File: src/rtl/instruction_cache.sv
// Instruction window cache: fetches ISA_DEPTH-word blocks from DDR one word at a time
// and serves the instruction at i_addr_ins with one cycle of read latency.
module instruction_cache #(
  parameter int ADDR_WIDTH_MEM  = 16,
  parameter int ISA_DEPTH       = 64,
  parameter int TOTAL_ISA_DEPTH = 128,
  parameter int ISA_WIDTH       = 32,
  parameter int DDR_ADDR_WIDTH  = 28,
  parameter int DDR_INS_BASE    = 0
) (
  input  logic                      clk,
  input  logic                      rst,
  input  logic [ADDR_WIDTH_MEM-1:0] i_addr_ins,
  output logic [ISA_WIDTH-1:0]      o_ins_out,
  output logic                      o_ins_cache_rdy,
  output logic [3:0]                o_st_cur_ins_cache,
  output logic [9:0]                o_load_times,
  output logic                      o_ddr_rd_req,
  output logic [DDR_ADDR_WIDTH-1:0] o_ddr_rd_addr,
  input  logic [ISA_WIDTH-1:0]      i_ddr_rd_data,
  input  logic                      i_ddr_rd_data_valid
);
  localparam int IDX_W = $clog2(ISA_DEPTH);
  localparam int BLK_W = ADDR_WIDTH_MEM - IDX_W;

  typedef enum logic [3:0] {
    START    = 4'd1,
    LOAD_INS = 4'd2,
    SENT_INS = 4'd3
  } state_t;

  state_t                    r_state;
  state_t                    w_nextState;
  logic [ISA_WIDTH-1:0]      r_mem [ISA_DEPTH];
  logic [BLK_W-1:0]          r_blk;
  logic [IDX_W-1:0]          r_wordCnt;
  logic [ISA_WIDTH-1:0]      r_insOut;
  logic [9:0]                r_loadTimes;
  logic                      r_ddrRdReq;
  logic [DDR_ADDR_WIDTH-1:0] r_ddrRdAddr;
  logic                      r_hitQ;
  logic [ADDR_WIDTH_MEM-1:0] r_addrQ;

  logic [BLK_W-1:0]          w_addrBlk;
  logic                      w_placeholder;
  logic                      w_endOfProg;
  logic                      w_hit;
  logic [ADDR_WIDTH_MEM-1:0] w_wordAddr;
  logic [DDR_ADDR_WIDTH-1:0] w_ddrAddr;
  logic                      w_wordAccept;
  logic                      w_loadDone;

  // The window is block-aligned, so a hit is simply a matching block number.
  assign w_addrBlk     = i_addr_ins[ADDR_WIDTH_MEM-1:IDX_W];
  assign w_placeholder = i_addr_ins[ADDR_WIDTH_MEM-1];
  assign w_endOfProg   = i_addr_ins >= ADDR_WIDTH_MEM'(TOTAL_ISA_DEPTH);
  assign w_hit         = (r_loadTimes != 10'd0) && (w_addrBlk == r_blk);
  assign w_wordAddr    = {r_blk, r_wordCnt};
  assign w_ddrAddr     = DDR_ADDR_WIDTH'(DDR_INS_BASE) + (DDR_ADDR_WIDTH'(w_wordAddr) << 3);
  assign w_wordAccept  = (r_state == LOAD_INS) && r_ddrRdReq && i_ddr_rd_data_valid;
  assign w_loadDone    = w_wordAccept && (r_wordCnt == IDX_W'(ISA_DEPTH - 1));

  always_ff @(posedge clk or negedge rst) begin
    if (!rst) r_state <= START;
    else      r_state <= w_nextState;
  end

  always_comb begin
    w_nextState = r_state;
    case (r_state)
      START:    w_nextState = LOAD_INS;
      LOAD_INS: if (w_loadDone) w_nextState = SENT_INS;
      SENT_INS: if (!w_placeholder && !w_endOfProg && !w_hit) w_nextState = LOAD_INS;
      default:  w_nextState = START;
    endcase
  end

  always_ff @(posedge clk) begin
    if (w_wordAccept) r_mem[r_wordCnt] <= i_ddr_rd_data;
  end

  // Request is raised in the cycle after the previous word lands, giving the one-cycle gap.
  always_ff @(posedge clk or negedge rst) begin
    if (!rst) begin
      r_blk       <= '0;
      r_wordCnt   <= '0;
      r_insOut    <= '0;
      r_loadTimes <= '0;
      r_ddrRdReq  <= 1'b0;
      r_ddrRdAddr <= '0;
      r_hitQ      <= 1'b0;
      r_addrQ     <= '0;
    end else begin
      case (r_state)
        START: begin
          r_blk     <= '0;
          r_wordCnt <= '0;
          r_hitQ    <= 1'b0;
        end
        LOAD_INS: begin
          r_hitQ <= 1'b0;
          if (r_ddrRdReq) begin
            if (i_ddr_rd_data_valid) begin
              r_ddrRdReq <= 1'b0;
              r_wordCnt  <= r_wordCnt + 1'b1;
              if (w_loadDone) r_loadTimes <= 10'(r_blk) + 10'd1;
            end
          end else begin
            r_ddrRdReq  <= 1'b1;
            r_ddrRdAddr <= w_ddrAddr;
          end
        end
        SENT_INS: begin
          if (w_placeholder || w_endOfProg) begin
            r_hitQ <= 1'b0;
          end else if (w_hit) begin
            r_insOut <= r_mem[i_addr_ins[IDX_W-1:0]];
            r_addrQ  <= i_addr_ins;
            r_hitQ   <= 1'b1;
          end else begin
            r_blk     <= w_addrBlk;
            r_wordCnt <= '0;
            r_hitQ    <= 1'b0;
          end
        end
        default: r_hitQ <= 1'b0;
      endcase
    end
  end

  assign o_ins_out          = r_insOut;
  assign o_ins_cache_rdy    = (r_state == SENT_INS) && r_hitQ && (r_addrQ == i_addr_ins);
  assign o_st_cur_ins_cache = r_state;
  assign o_load_times       = r_loadTimes;
  assign o_ddr_rd_req       = r_ddrRdReq;
  assign o_ddr_rd_addr      = r_ddrRdAddr;
endmodule

File: config.mk
export PLATFORM = sky130hd
export DESIGN_NAME = instruction_cache
export DESIGN_NICKNAME = d
export VERILOG_FILES = /design/src/rtl/instruction_cache.sv
export SDC_FILE = /design/constraint.sdc
export NUM_CORES = 2
export LEC_CHECK = 0
export CORE_MARGIN = 5
export CORE_UTILIZATION = 50
export DETAILED_ROUTE_END_ITERATION = 12
export GPL_TIMING_DRIVEN = 0
export HOLD_SLACK_MARGIN = 0.15
export PLACE_DENSITY = 0.62
export SLEW_MARGIN = 10
export SYNTH_ARGS = -nofsm -noshare
export SYNTH_HDL_FRONTEND = slang
export SYNTH_SLANG_ARGS = --single-unit
File: constraint.sdc
create_clock -name clk -period 8.2 [get_ports clk]
set_clock_uncertainty 0.05 [all_clocks]
set_input_delay 0.82 -clock clk [delete_from_list [all_inputs] [get_ports clk]]
set_output_delay 0.82 -clock clk [all_outputs]
set_load 0.05 [all_outputs]
Word level (Yosys, flattened, before mapping)
Memories as Yosys holds them, arrays and structs flattened. A register that Yosys moved wholly into a read port is not among the register bits.
Cells that the tools add are included.

cells by class
  $lt $le $gt $ge = 1
  reduce and logical (&&, ||, !) cells = 22
  multiplexer cells = 18
  div/mod/pow operators = 0
  shift-type cells = 0
  equality and inequality tests = 12
  bitwise operators = 2
  multiply operators = 0
  $add $sub $neg = 2

operators with widths
  operator                                                                count
  6-bit 2-to-1 mux                                                        4
  10-bit 2-to-1 mux                                                       2
  10-bit case mux with 2 select lines                                     1
  6-bit case mux with 3 select lines                                      1
  16-bit == test                                                          1
  16-bit by 8-bit >= comparator with 1-bit output, second input constant  1
  2-bit inequality test, second input constant                            6
  4-bit case mux with 3 select lines                                      1
  10-bit by 1-bit adder with 10-bit output, second input constant         1
  10-bit == test                                                          1
  10-bit nonzero test                                                     1
  4-bit by 2-bit == test with 1-bit output, second input constant         2
  1-bit logical AND                                                       8
  4-bit 2-to-1 mux                                                        2
  1-bit 2-to-1 mux                                                        7
  6-bit by 1-bit adder with 6-bit output, second input constant           1
  6-bit == test, second input constant                                    1
  3-bit AND reduction                                                     2
  5-bit AND reduction                                                     1
  4-bit by 1-bit == test with 1-bit output, second input constant         1
  1-bit logical NOT                                                       4
  2-bit AND reduction                                                     2
  4-bit AND reduction                                                     1
  3-bit nonzero test                                                      1
  other kinds (3)                                                         4

word-level totals
  register bits = 64
  memories kept = 1
  RAM bits = 2,048
  latch bits = 0
  output and inout bits = 76
  logic and storage cells = 66
  ROM bits = 0

memory list
  memory  words  bits a word  rd ports  clocked after memory_dff  wr ports  line  text
  r_mem   64     32           1         1                         1         34    logic [ISA_WIDTH-1:0] r_mem [ISA_DEPTH];

Logic depth before layout (Yosys ltp)
  depth in word-level cells = 6
  mapped depth = 11
  depth with buffers taken out = 6

Worst setup path before layout
No wires, ideal clock.

  kind = input to output
  start = in i_addr_ins[3]
  end = out o_ins_cache_rdy
  arrival time = 3.556 ns
  cell stages on the path = 8
  path slack = 3.774 ns
  data required time = 7.330 ns
  buffers on the path = 5
  cells stage by stage = buf_4 -> buf_4 -> buf_4 -> buf_2 -> buf_2 -> xnor2_1 -> nand4_1 -> nor4_1

on the way
  cells in the longest elaborated chain, start to end = 2

RTL lines
  what                line  text
  start: declaration  13    input logic [ADDR_WIDTH_MEM-1:0] i_addr_ins,
  16-bit == test      132   assign o_ins_cache_rdy = (r_state == SENT_INS) && r_hitQ && (r_addrQ == i_addr_ins);
  1-bit logical AND   132
  end: declaration    15    output logic o_ins_cache_rdy,

Every way passes these cells.

Worst setup path in the final report
  start = in i_addr_ins[4]
  end = out o_ins_cache_rdy

The elaborated chain is that of the path after synthesis.

==> impl_results.md <==
* Status: complete, no violations
* Slew Limit Fails at 0
* Clock-pin transition on the worst setup and hold timing paths at approximately 60 ps
* Total congestion overflow at 0
* Via Count at 42,672
* Synth cell types at 67
* Part of the cycle the worst path needs at between 70% and 80%
* Post-route DRC violation count at 0
* Number of synthesized flops with an enable pin at between 2,000 and 2,500
* CP arrival at 4910 ps
* Slowest stage delay, CP at 870 ps
* Worst Max-Slew Pin Slew at around 1400 ps
* Row count at 149
* Avg WL per Cell at between 30 and 40 um
* CORE AREA at 164,400 um2
* Final GP Congestion at 0.9102
* Crit path time final at 5783 ps
* Post-layout instance area at 95,580 um2
* CTS max path bufs at 3
* Sink Count at 2,142
* CTS root buffer: clkbuf_16
* Synth area leaders: edfxtp_1 75%, mux4_2 8.2%, mux2i_1 5.2%
* Final Hold Fails at 0
* Pwr Density at 245.3 nW/um2
* Tot GR Track Use at 26.55%
* Post-synth top flop: edfxtp_1
* Synth area leader: edfxtp_1
* Slowest stage cell on the critical path: clkbuf_1
* Post-Syn Instances at 4,035
* Type of origin of the critical path: primary input
* Kind of critical path: in2out
* CTS tree: built
* Post-DP HPWL at 153,400 um
* DRT iter0 DRCs at about 6,000
* Die width at 415.9 um
* Top post-synthesis cells by count: 2,048 x edfxtp_1, 432 x mux2i_1, 301 x mux4_2, 297 x a22oi_1, 101 x nor2_1
* Worst-path cell chain: clkdlybuf4s50_1 -> buf_2 -> buf_1 -> clkbuf_1 -> xor2_1 -> nor4_1 -> nand4_1 -> nor4_1 -> clkdlybuf4s50_1
* WP data required at ~7300 ps
* Fillers at 11,954
* Total Power at 23.44 mW
* Avg Vias per Cell at 6.241
* Initial core utilization at 50.11%
* Worst vdd ir at 0.2235 mV
* Area delta synth->final at 16.01%
* DIE HEIGHT at 415.9 um
* H-tree depth at 4
* Vias in the first global route at 41,855
* Synthesized area at 82,390 um2
* Final setup viols at 0
* Die footprint at between 150,000 and 200,000 um2
* Fraction of layout cells with a size suffix above 1 at between 20% and 30%
* Worst Setup End Kind: primary output
* Fmax at 0.1729 GHz
* Routed Antenna Nets at 0
* Share of the synthesized area in the top cell type at 74.64%
* Syn avg cell area at about 20 um2
* Asr flop ratio synth at 4.388%
* RSZ-0062 raised after global routing: false
* DP Area at 88,720 um2
* Most common cell in the netlist: edfxtp_1
* Critical Path Fanout Max at 10
* Cts bufs inserted at 209
* Register area share after synthesis at 77.50%
* TNS Setup at 0 ps
* Largest net degree at the start of global routing at 65
* Final wirelength at between 200,000 and 250,000 um
* Max Cap Violations at 0
* #FFs+latches synth at 2,142
* Layout Nets at 4,518
* Io pins at 127
* Clock Latency Late Sink at 840 ps
* Syn. warnings at 0
* First-pass GRT wire length at 323,800 um
* IO Port Bufs at 108
* Initial antenna violation count at 5
* LEAKAGE at 31.39 nW
* Worst hold path type: in2reg
* Post-CTS Setup Bufs at 0
* Max-Slew Margin vs Limit at 3.837%
* Detailed Routing Iterations Pass 1 at 6
==> logic make-up after synthesis <==
group / share of synthesized area, %
compound gates: 4.331
xor+xnor: 0.4040
fa+ha+maj: 0.03037
buf+inv: 1.634
flops: 77.50
mux: 13.78
other cells: 0.004552
simple gates: 2.319
==> worst max-delay path, delay by kind of cell <==
family | cells | cell delay, ps
buf+inv | 5 | 3210
simple gates | 3 | 700
xor+xnor | 1 | 150
==> cells in the final DEF, fill, tap and decap left out, drive strengths merged, types with 8 or more instances in the layout <==
cell / synthesis / layout
dfrtp: 93 / 93
a21oi: 20 / 20
nand2: 60 / 60
clkdlybuf4s50: 0 / 75
a22o: 29 / 29
nor4: 8 / 8
nand4: 36 / 36
xnor2: 30 / 30
clkbuf: 91 / 350
nor2: 103 / 103
xor2: 8 / 8
mux4: 301 / 301
clkinv: 0 / 93
buf: 161 / 291
conb: 1 / 14
mux2i: 432 / 432
nand3: 96 / 96
nor2b: 17 / 17
o21ai: 10 / 10
a311oi: 25 / 25
a221o: 25 / 25
inv: 3 / 11
a22oi: 297 / 297
edfxtp: 2048 / 2048
mux2: 22 / 22
and2: 23 / 23
a31oi: 31 / 31
bufinv: 0 / 22
clkinvlp: 0 / 11
==> final timing paths <==
kind	startpoint	endpoint	slack (ps)	cells after the start
setup / recovery	i_addr_ins[4]	o_ins_cache_rdy	2420	9
hold / removal	i_ddr_rd_data[20]	r_mem[1][20]	290	1
setup reg to reg	o_st_cur_ins_cache[1]	r_mem[38][6]	4380	6
hold reg to reg	r_addrQ[1]	r_addrQ[1]	440	2
max in group asynchronous	rst	o_ins_out[3]	6950	3
min in group asynchronous	rst	r_addrQ[12]	420	2
==> layout make-up <==
| class | instances | area, um2 | share of cell area, % |
|---|---|---|---|
| Clock inverter | 134 | 1296 | 1.356 |
| Sequential cell | 2142 | 63850 | 66.81 |
| Tap cell | 2189 | 2739 | 2.866 |
| Clock buffer | 259 | 5554 | 5.811 |
| Antenna cell | 1 | 2.502 | 0.002618 |
| Buffer | 252 | 1336 | 1.398 |
| Inverter | 3 | 11.26 | 0.01178 |
| Timing Repair Buffer | 206 | 3077 | 3.219 |
| Multi-Input combinational cell | 1651 | 17710 | 18.53 |
==> state kept, by name, indices dropped and copies added, names as in the netlist <==
register and cells:
r_mem 2048, o_ins_out 32, o_ddr_rd_addr 16, r_addrQ 16
o_load_times 10, r_blk 10, r_wordCnt 6, o_st_cur_ins_cache 2
o_ddr_rd_req 1, r_hitQ 1
==> routing by layer <==
layer | vias to the layer above | track usage (%) | wire length, um
met4 | 2 | 10.06 | 9894
li1 | 17612 | - | -
met2 | 2178 | 40.17 | 105600
met5 | - | 0 | 13
met3 | 389 | 5.057 | 20840
met1 | 22491 | 38.81 | 95170
==> where the power goes <==
part / leakage, nW / internal (mW) / switching [mW]
sequential: 19.7 / 12.2 / 0.0525
clock: 3.35 / 5.50 / 4.12
combinational: 8.34 / 0.481 / 1.10
==> through the flow <==
stage | std cells | utilization, % | worst slack [ps] | hold WS, ps
5_1_grt | 6836 | 58.13 | 2220 | 267.0
2_1_floorplan | 4048 | - | 3774 | 409.6
6_report | 6837 | 58.13 | 2417 | 287.2
3_5_place_dp | 6442 | 53.95 | 2491 | 426.7
4_1_cts | 6836 | 58.13 | 2477 | 243.1
3_3_place_gp | 6345 | 52.46 | 991.5 | 428.7
==> timing repair <==
item                                   in CTS  in global routing
hold buffers                                1                  0
gates resized for setup                     0                  0
endpoints found under the hold margin      43                  0
Power figures use the tool's default switching activity.
